==> config.mk <==
export PLATFORM = sky130hd
export DESIGN_NAME = vmask_scan
export DESIGN_NICKNAME = d
export VERILOG_FILES = /design/src/rtl/vmask_scan.sv
export SDC_FILE = /design/constraint.sdc
export NUM_CORES = 1
export LEC_CHECK = 0
export BUFFER_PORTS_ARGS = -buffer_cell sky130_fd_sc_hd__clkbuf_2
export CORE_AREA = 8 8 319 321
export CTS_BUF_LIST = sky130_fd_sc_hd__clkbuf_8
export DETAILED_ROUTE_END_ITERATION = 12
export DIE_AREA = 0 0 327 329
export GPL_ROUTABILITY_DRIVEN = 1
export GPL_TIMING_DRIVEN = 0
export PLACE_DENSITY_LB_ADDON = 0.3
export SKIP_LAST_GASP = 1
export SYNTH_ARGS = -nofsm -noshare
export SYNTH_HDL_FRONTEND = slang
export SYNTH_SLANG_ARGS = --single-unit
==> constraint.sdc <==
create_clock -name clk -period 33.9 [get_ports clk]
set_clock_uncertainty 0.1 [all_clocks]
set_input_delay 3.39 -clock clk [delete_from_list [all_inputs] [get_ports clk]]
set_output_delay 3.39 -clock clk [all_outputs]
set_load 0.02 [all_outputs]
==> src/rtl/vmask_scan.sv <==
// Streaming mask reduction: vcpop / vfirst over a mask register delivered as framed beats.
// Three register stages: masked beat, per-beat reduction, running accumulators plus result.
module vmask_scan #(
  parameter int REQ_DATA_WIDTH  = 64,
  parameter int RESP_DATA_WIDTH = 64,
  parameter int SEW_WIDTH       = 2,
  parameter int OPSEL_WIDTH     = 3,
  parameter int FIRST_ENABLE    = 1
) (
  input  logic                       clk,
  input  logic                       rst,
  input  logic [REQ_DATA_WIDTH-1:0]  in_m0,
  input  logic [REQ_DATA_WIDTH-1:0]  in_mask,
  input  logic                       in_mask_en,
  input  logic                       in_valid,
  input  logic [SEW_WIDTH-1:0]       in_sew,
  input  logic [OPSEL_WIDTH-1:0]     in_opSel,
  input  logic                       in_start,
  input  logic                       in_end,
  output logic [RESP_DATA_WIDTH-1:0] out_vec,
  output logic                       out_valid
);

  typedef enum logic [1:0] {
    KIND_CPOP  = 2'd0,
    KIND_FIRST = 2'd1,
    KIND_RSVD  = 2'd2
  } op_kind_e;

  typedef logic [RESP_DATA_WIDTH-1:0] resp_t;

  // One bit per element position for a given stride 1 << sew.
  function automatic logic [REQ_DATA_WIDTH-1:0] elem_sel(input logic [SEW_WIDTH-1:0] sew);
    logic [REQ_DATA_WIDTH-1:0] sel;
    sel = '0;
    for (int i = 0; i < REQ_DATA_WIDTH; i++) begin
      sel[i] = ((i & ((1 << sew) - 1)) == 0);
    end
    return sel;
  endfunction

  op_kind_e in_kind;

  always_comb begin
    // NOTE: every variable written here gets a default first, so no latch is inferred.
    in_kind = KIND_RSVD;
    if (in_opSel == OPSEL_WIDTH'(0)) begin
      in_kind = KIND_CPOP;
    end else if (in_opSel == OPSEL_WIDTH'(1)) begin
      in_kind = (FIRST_ENABLE != 0) ? KIND_FIRST : KIND_CPOP;
    end
  end

  // Stage 0: effective masked beat and framing.
  logic                      s0_valid, s0_start, s0_end;
  logic [SEW_WIDTH-1:0]      s0_sew;
  op_kind_e                  s0_kind;
  logic [REQ_DATA_WIDTH-1:0] s0_bits;

  always_ff @(posedge clk) begin
    // NOTE: sequential state uses non-blocking assignments only.
    if (rst) begin
      s0_valid <= 1'b0;
      s0_start <= 1'b0;
      s0_end   <= 1'b0;
      s0_sew   <= '0;
      s0_kind  <= KIND_CPOP;
      s0_bits  <= '0;
    end else begin
      s0_valid <= in_valid;
      s0_start <= in_valid & in_start;
      s0_end   <= in_valid & in_end;
      s0_sew   <= in_sew;
      s0_kind  <= in_kind;
      s0_bits  <= in_m0 & (in_mask_en ? in_mask : '1);
    end
  end

  // Stage 1: per-beat popcount and lowest selected set element.
  logic [REQ_DATA_WIDTH-1:0] sel_bits;
  resp_t                     beat_cnt, beat_idx;
  logic                      beat_found;

  always_comb begin
    sel_bits   = s0_bits & elem_sel(s0_sew);
    beat_cnt   = '0;
    beat_idx   = '0;
    beat_found = 1'b0;
    // Scanning downward leaves the lowest set element in beat_idx.
    for (int i = REQ_DATA_WIDTH - 1; i >= 0; i--) begin
      if (sel_bits[i]) begin
        beat_cnt   = beat_cnt + RESP_DATA_WIDTH'(1);
        beat_idx   = RESP_DATA_WIDTH'(i) >> s0_sew;
        beat_found = 1'b1;
      end
    end
  end

  logic     s1_valid, s1_start, s1_end, s1_found;
  op_kind_e s1_kind;
  resp_t    s1_cnt, s1_idx, s1_elems;

  always_ff @(posedge clk) begin
    if (rst) begin
      s1_valid <= 1'b0;
      s1_start <= 1'b0;
      s1_end   <= 1'b0;
      s1_found <= 1'b0;
      s1_kind  <= KIND_CPOP;
      s1_cnt   <= '0;
      s1_idx   <= '0;
      s1_elems <= '0;
    end else begin
      s1_valid <= s0_valid;
      s1_start <= s0_start;
      s1_end   <= s0_end;
      s1_found <= beat_found;
      s1_kind  <= s0_kind;
      s1_cnt   <= beat_cnt;
      s1_idx   <= beat_idx;
      s1_elems <= RESP_DATA_WIDTH'(REQ_DATA_WIDTH) >> s0_sew;
    end
  end

  // Stage 2: accumulators; the result is formed from their next values.
  resp_t    cnt_q, base_q, first_q, cnt_n, base_n, first_n, result;
  logic     found_q, found_n;
  op_kind_e kind_q, kind_n;

  always_comb begin
    cnt_n   = cnt_q;
    base_n  = base_q;
    first_n = first_q;
    found_n = found_q;
    kind_n  = kind_q;
    if (s1_valid) begin
      if (s1_start) begin
        cnt_n   = s1_cnt;
        base_n  = s1_elems;
        first_n = s1_idx;
        found_n = s1_found;
        kind_n  = s1_kind;
      end else begin
        cnt_n  = cnt_q + s1_cnt;
        base_n = base_q + s1_elems;
        if (!found_q && s1_found) begin
          first_n = base_q + s1_idx;
          found_n = 1'b1;
        end
      end
    end
    case (kind_n)
      KIND_CPOP:  result = cnt_n;
      KIND_FIRST: result = found_n ? first_n : '1;
      default:    result = '0;
    endcase
  end

  always_ff @(posedge clk) begin
    if (rst) begin
      cnt_q     <= '0;
      base_q    <= '0;
      first_q   <= '0;
      found_q   <= 1'b0;
      kind_q    <= KIND_CPOP;
      out_valid <= 1'b0;
      out_vec   <= '0;
    end else begin
      out_valid <= s1_valid & s1_end;
      out_vec   <= (s1_valid && s1_end) ? result : '0;
      // A finished operation returns the accumulators to the zero state, so an
      // end beat without a start accumulates from scratch.
      if (s1_valid && s1_end) begin
        cnt_q   <= '0;
        base_q  <= '0;
        first_q <= '0;
        found_q <= 1'b0;
        kind_q  <= KIND_CPOP;
      end else begin
        cnt_q   <= cnt_n;
        base_q  <= base_n;
        first_q <= first_n;
        found_q <= found_n;
        kind_q  <= kind_n;
      end
    end
  end

endmodule
==> flow_metrics.tcl, run 1 <==
set metrics [dict create \
    drv_cap 0 \
    timing.final.hold_violations 0 \
    finalNonFillerCells 6096 \
    grt_first_pass_wirelength_mm 172 \
    gp_routability_congestion 0.964 \
    numPlacedInstances 5829 \
    cp.buffers_inverters 17 \
    antenna_left 0 \
    cts_hold_repair.buffers 0 \
    crit_path_start_kind "flip-flop" \
    ctsLongestPathBuffers 3 \
    floorplan.initialDensity_pct 34.5 \
    power_per_cell_area_nw_per_um2 97.3 \
    synth-edff-count 0 \
    hold_start "s0_valid" \
    cts_clk_pin_slew_worst_paths_ps 60 \
    path_delay_family "adder cells" \
    remaining_drc_errors 0 \
    cts.sink_count 408 \
    grt_antenna_before_repair 3 \
    worstHoldPathType "reg2reg" \
    floorplan.rows 115 \
    design.final.nets 5025 \
    mostFrequentLayoutCells "nor2_1 (516), nand2_1 (447), dfxtp_1 (406), xnor2_1 (318), a21oi_1 (207)" \
    drive_above_1_share_pct 16.8 \
    fmaxAchievable_mhz 29.0 \
    synth-async-reset-ratio_pct 0 \
    tritoncts "yes" \
    max_slew_margin_pct 11.5 \
    worstPathRequired_ps 34410 \
    worstPathMaxFanout 7 \
    outcome "complete, but fails checks" \
    worst_slack_ps -630 \
    io_pins 204 \
    dp_hpwl_mm 86.0 \
    crit_arrival_ps 35040 \
    report.final.slew_viol_count 0 \
    preCtsSetupSlack_ps -3860 \
    syn_area_per_cell_sq_um 7.81 \
    clk-insertion-delay-late_ps 740 \
    tightestPinTransition_ps 1290 \
    die_width_um 327 \
    synth-warning-count 0 \
    rsz0062_at_grt "true" \
    clock_tree.htree_level_count 3 \
    end_kind "flip-flop" \
    layout_worst_path_cycle_share_pct 102 \
    cts_made_buffers 78 \
    synthCells 4287 \
    portBuffers 202 \
    crit_path_max_incr_delay_ps 410 \
    power.ir.vdd_worst_mv 0.113 \
    detailed_route_vias_per_instance 5.35 \
    clock_tree.root_cell "clkbuf_8" \
    global_route.overflow_total 0 \
    synth_cell_types 123 \
    post_synthesis_cell_type_with_the_largest_combined_area "dfxtp_1" \
    largest_net_degree_at_the_start_of_global_routing 15 \
    r2r_slack_ps -630 \
    synth_top_cells_by_area "dfxtp_1 (24%), xnor2_1 (8.5%), nor2_1 (6.0%), nand2_1 (5.4%), ha_1 (5.3%)" \
    violations "setup timing" \
    dr_total_vias 32600 \
    final.setup.tns_ps -1390 \
    ys_seq_area_share_pct 24.4 \
    layout_commonest_cell "nor2_1" \
    crit_start "s0_sew[0]" \
    grt_pass1_vias 31100 \
    detailedRoute.firstIterationViolations 2433 \
    crit_slowest_cell "or3b_4" \
    detail_route.wirelength_mm 112 \
    groute.usage.overall_pct 19.7 \
    power.static_leakage_uw 0.0152 \
    criticalPathCategory "reg2reg" \
    finalCoreUtilization_pct 41.5 \
    total_standard_cell_area_after_synthesis_sq_um 33500 \
    die-area_sq_um 108000 \
    reg2reg_from "s0_sew[0]" \
    critical_path.most_common_cell "ha_4" \
    report.final.setup_viol 4 \
    wire_per_inst_um 18.3 \
    first_pass_iters 6 \
    timing.final.crit_period_ps 34530 \
    synth-main-ff-cell "dfxtp_1" \
    core_region_area_sq_um 97100 \
    ys_seq_elements 408 \
    die_height_um 329 \
    areaGrowthSynthToFinish_pct 20.3 \
    synth_largest_type_area_fraction_pct 24.4 \
]
==> area by class of cell <==
class | count | area [sq um]
Fill cell | 9953 | 56900
Multi-Input combinational cell | 3615 | 25600
Sequential cell | 408 | 8180
Timing Repair Buffer | 329 | 1980
Tap cell | 1287 | 1610
Clock buffer | 99 | 1360
Buffer | 194 | 783
Inverter | 117 | 498
Clock inverter | 45 | 293
Antenna cell | 2 | 5.00
==> routing by layer <==
layer	up-vias	global-route usage, %	wire length [um]
li1	16100	-	-
met1	15400	25.8	50300
met2	902	32.4	51000
met3	217	2.55	5440
met4	2	8.56	4880
met5	-	0	9
==> registers in the layout, indices dropped and copies added, names as in the netlist <==
register and flops:
base_q 61, cnt_q 64, first_q 64, found_q 1, kind_q 2, out_valid 1, out_vec 64, s0_bits 64
s0_end 1, s0_kind 2, s0_sew 2, s0_start 1, s0_valid 1, s1_cnt 64, s1_elems 4, s1_end 1
s1_found 1, s1_idx 6, s1_kind 2, s1_start 1, s1_valid 1
==> Yosys cell counts (all sizes together) (11+ instances only) <==
| cell | instances |
|---|---|
| o21a | 15 |
| nor2b | 111 |
| a21o | 19 |
| a211oi | 37 |
| nand2b | 39 |
| dfxtp | 408 |
| nand3b | 11 |
| nor2 | 545 |
| xor2 | 169 |
| nand2 | 478 |
| o31ai | 24 |
| a21boi | 15 |
| nor4 | 26 |
| o311ai | 28 |
| xnor2 | 367 |
| nand4 | 46 |
| or3 | 36 |
| o22ai | 17 |
| o21bai | 12 |
| ha | 141 |
| a31oi | 43 |
| inv | 116 |
| and3 | 66 |
| a311oi | 11 |
| a221oi | 65 |
| nor3 | 94 |
| o211ai | 56 |
| o21ai | 215 |
| mux2i | 49 |
| clkbuf | 163 |
| or2 | 25 |
| a22oi | 70 |
| a21oi | 225 |
| buf | 36 |
| mux2 | 15 |
| nand3 | 149 |
| nor3b | 85 |
| xnor3 | 34 |
| and2 | 69 |
==> metrics by stage <==
step | total power, uW | cell area, sq um | hold slack (ps)
after global placement | 2890 | 36800 | 319
final | 3920 | 40300 | 316
after detailed placement | 2920 | 36800 | 339
after CTS | 3610 | 39100 | 337
after global routing | 4260 | 40300 | 332
after floorplan | 2540 | 34200 | 314
==> logic make-up (layout without fill, tap and decap cells) <==
kind of cell | Yosys count | count (layout) | synth area share, %
simple gates | 1820 | 1820 | 26.5
compound gates | 951 | 951 | 19.1
xor+xnor | 579 | 579 | 18.9
flops | 408 | 408 | 24.4
buf+inv | 316 | 784 | 3.63
fa+ha+maj | 148 | 148 | 5.54
mux | 64 | 64 | 2.03
other cells | 1 | 55 | 0.0112
==> timing repair <==
item,in CTS,in global routing
cloned,0,0
pin swaps,36,104
gates resized for setup,47,122
endpoints found under the setup margin,10,10
setup buffers,52,74
==> final timing paths <==
| path | endpoint | cells after the start |
|---|---|---|
| worst min register to register | s1_valid | 1 |
| worst max register to register | s1_cnt[10] | 212 |
| worst max-delay path | s1_cnt[10] | 212 |
| worst min-delay path | s1_valid | 1 |
==> power by group <==
group | internal (uW) | switching, uW | leakage [uW] | total [uW]
Combinational | 1280 | 1620 | 0.0110 | 2900
Clock | 269 | 240 | 0.000944 | 509
Sequential | 498 | 12.0 | 0.00334 | 510
Total | 2040 | 1870 | 0.0152 | 3920
Note: power is estimated with default switching activity, not from simulation.
==> inputs of run 2 (changes only) <==
--- a/config.mk
+++ b/config.mk
@@ -5,13 +5,13 @@
 export SDC_FILE = /design/constraint.sdc
 export NUM_CORES = 1
 export LEC_CHECK = 0
-export BUFFER_PORTS_ARGS = -buffer_cell sky130_fd_sc_hd__clkbuf_2
+export BUFFER_PORTS_ARGS = -buffer_cell sky130_fd_sc_hd__buf_2
 export CORE_AREA = 8 8 319 321
 export CTS_BUF_LIST = sky130_fd_sc_hd__clkbuf_8
 export DETAILED_ROUTE_END_ITERATION = 12
 export DIE_AREA = 0 0 327 329
 export GPL_ROUTABILITY_DRIVEN = 1
-export GPL_TIMING_DRIVEN = 0
+export GPL_TIMING_DRIVEN = 1
 export PLACE_DENSITY_LB_ADDON = 0.3
 export SKIP_LAST_GASP = 1
 export SYNTH_ARGS = -nofsm -noshare
==> run 2 against run 1 <==
The run now ends clean. Total power down 2.2%. First-iteration DRC count decreased by 25%. Die area did not move. Worst setup slack gained 640 ps. Final cell count decreased by 2.9%. Utilization shrank 0.75 points. Non-clock buffer count decreased by 171. Critical path type unchanged.
==> flow_metrics.tcl, run 2 (synthesized netlist as in run 1, its figures left out) <==
set metrics [dict create \
    gp_routability_congestion 0.899 \
    dp_hpwl_mm 75.1 \
    remaining_drc_errors 0 \
    report.final.setup_viol 0 \
    layout_commonest_cell "nor2_1" \
    max_slew_margin_pct 32.3 \
    power_uw 3830 \
    core_region_area_sq_um 97100 \
    areaGrowthSynthToFinish_pct 18.1 \
    crit_arrival_ps 34430 \
    detailedRoute.firstIterationViolations 1814 \
    outcome "finished clean" \
    timing.final.crit_period_ps 33890 \
    power.ir.vdd_worst_mv 0.116 \
    drv_cap 0 \
    cellInternalPower_uw 2000 \
    grt_first_pass_wirelength_mm 160 \
    cts_hold_repair.buffers 0 \
    sw_frac_of_total_pct 47.9 \
    groute.usage.overall_pct 17.9 \
    storage_cell_area_sq_um 8180 \
    crit_path_max_incr_delay_ps 400 \
    mostFrequentLayoutCells "nor2_1 (514), nand2_1 (450), dfxtp_1 (404), xnor2_1 (317), a21oi_1 (206)" \
    worstPathMaxFanout 4 \
    path_delay_family "adder cells" \
    floorplan.rows 115 \
    portBuffers 203 \
    floorplan.initialDensity_pct 34.5 \
    detailed_route_vias_per_instance 5.31 \
    die-area_sq_um 108000 \
    antenna_left 0 \
    cp.buffers_inverters 18 \
    fill_cells 9906 \
    timing.final.hold_violations 0 \
    switching_pwr_uw 1840 \
    die_width_um 327 \
    grt_pass1_vias 30000 \
    dr_total_vias 31400 \
    worstPathRequired_ps 34440 \
    wire_per_inst_um 17.1 \
    worstHoldPathType "reg2reg" \
    report.final.slew_viol_count 0 \
    layout_worst_path_cycle_share_pct 100 \
    criticalPathCategory "reg2reg" \
    drive_above_1_share_pct 17.6 \
    crit_path_start_kind "flip-flop" \
    ctsLongestPathBuffers 3 \
    power.static_leakage_uw 0.0150 \
    rsz0062_at_grt "true" \
    clock_power_share_pct 13.1 \
    logic_pwr_share_pct 73.6 \
    cts_clk_pin_slew_worst_paths_ps 70 \
    crit_slowest_cell "dfxtp_4" \
    clock_tree.root_cell "clkbuf_8" \
    detail_route.wirelength_mm 101 \
    cts_made_buffers 76 \
    first_pass_iters 7 \
    clock_tree.htree_level_count 3 \
    worst_hold_slack_after_final_layout_ps 335 \
    seq_power_share_pct 13.3 \
    grt_antenna_before_repair 3 \
    tightestPinTransition_ps 1010 \
    design.final.nets 4852 \
    fmaxAchievable_mhz 29.5 \
    global_route.overflow_total 0 \
    cts.sink_count 408 \
    largest_net_degree_at_the_start_of_global_routing 81 \
    tritoncts "yes" \
    end_kind "flip-flop" \
    critical_path.most_common_cell "ha_4" \
    die_height_um 329 \
    multi_input_area_sq_um 25500 \
    power_per_cell_area_nw_per_um2 97.0 \
    io_pins 204 \
    clk-insertion-delay-late_ps 710 \
]
## run 2: final timing paths
path / cells after the start / to / startpoint / slack (ps)
setup / recovery: 212 / s1_cnt[10] / s0_sew[0] / 10
hold / removal: 1 / s1_valid / s0_valid / 340
setup reg to reg: 212 / s1_cnt[10] / s0_sew[0] / 10
hold reg to reg: 1 / s1_valid / s0_valid / 340
## run 2: metal layers
layer  track usage (%)  up-vias  routed length (um)
li1                  -    15700                   -
met5                 0        -                   0
met4              5.43        0                2930
met3              2.30      153                4350
met1              23.5    14800               46100
met2              30.5      713               47700
## run 2: final cells by class
cell class	instances	area share [%]
Multi-Input combinational cell	3615	64.5
Sequential cell	408	20.7
Timing Repair Buffer	352	5.43
Tap cell	1287	4.07
Clock buffer	95	3.31
Inverter	117	1.18
Clock inverter	41	0.731
Antenna cell	4	0.0253
## run 2: worst register-to-register path, delay by kind of cell (launching register included)
| family | cells | cell delay, ps |
|---|---|---|
| buffers and inverters | 18 | 1480 |
| xor gates and xnor gates | 1 | 190 |
| DFF | 1 | 400 |
| adders and majority gates | 61 | 16120 |
| AOI/OAI and AO/OA | 56 | 7040 |
| and+or+nand+nor | 68 | 6910 |
| muxes | 8 | 1620 |
## run 2: per-stage QoR
stage | utilization (%) | instances | setup TNS (ps) | cell area, sq um | setup slack (ps)
after floorplan | - | 4339 | -210 | 34200 | -210
after global placement | 37.7 | 5703 | -119 | 36600 | -119
after detailed placement | 37.7 | 5703 | -2810 | 36600 | -1070
after CTS | 39.8 | 5872 | -300 | 38600 | -283
after global routing | 40.7 | 5917 | -7810 | 39500 | -1580
final | 40.7 | 5919 | 0 | 39500 | 10.7
## run 2: repair_timing
| item | 4_1_cts | 5_1_grt |
|---|---|---|
| pin swaps | 27 | 100 |
| gates resized for setup | 33 | 114 |
| buffers inserted | 33 | 44 |
| setup endpoints to repair | 5 | 10 |
## run 2: power groups by stage
stage	Sequential [uW]	Clock (uW)	Combinational [uW]
after global placement	521	0	2390
after global routing	513	539	3100
after floorplan	515	0	2020
final	511	502	2820
after detailed placement	521	0	2410
after CTS	511	519	2540
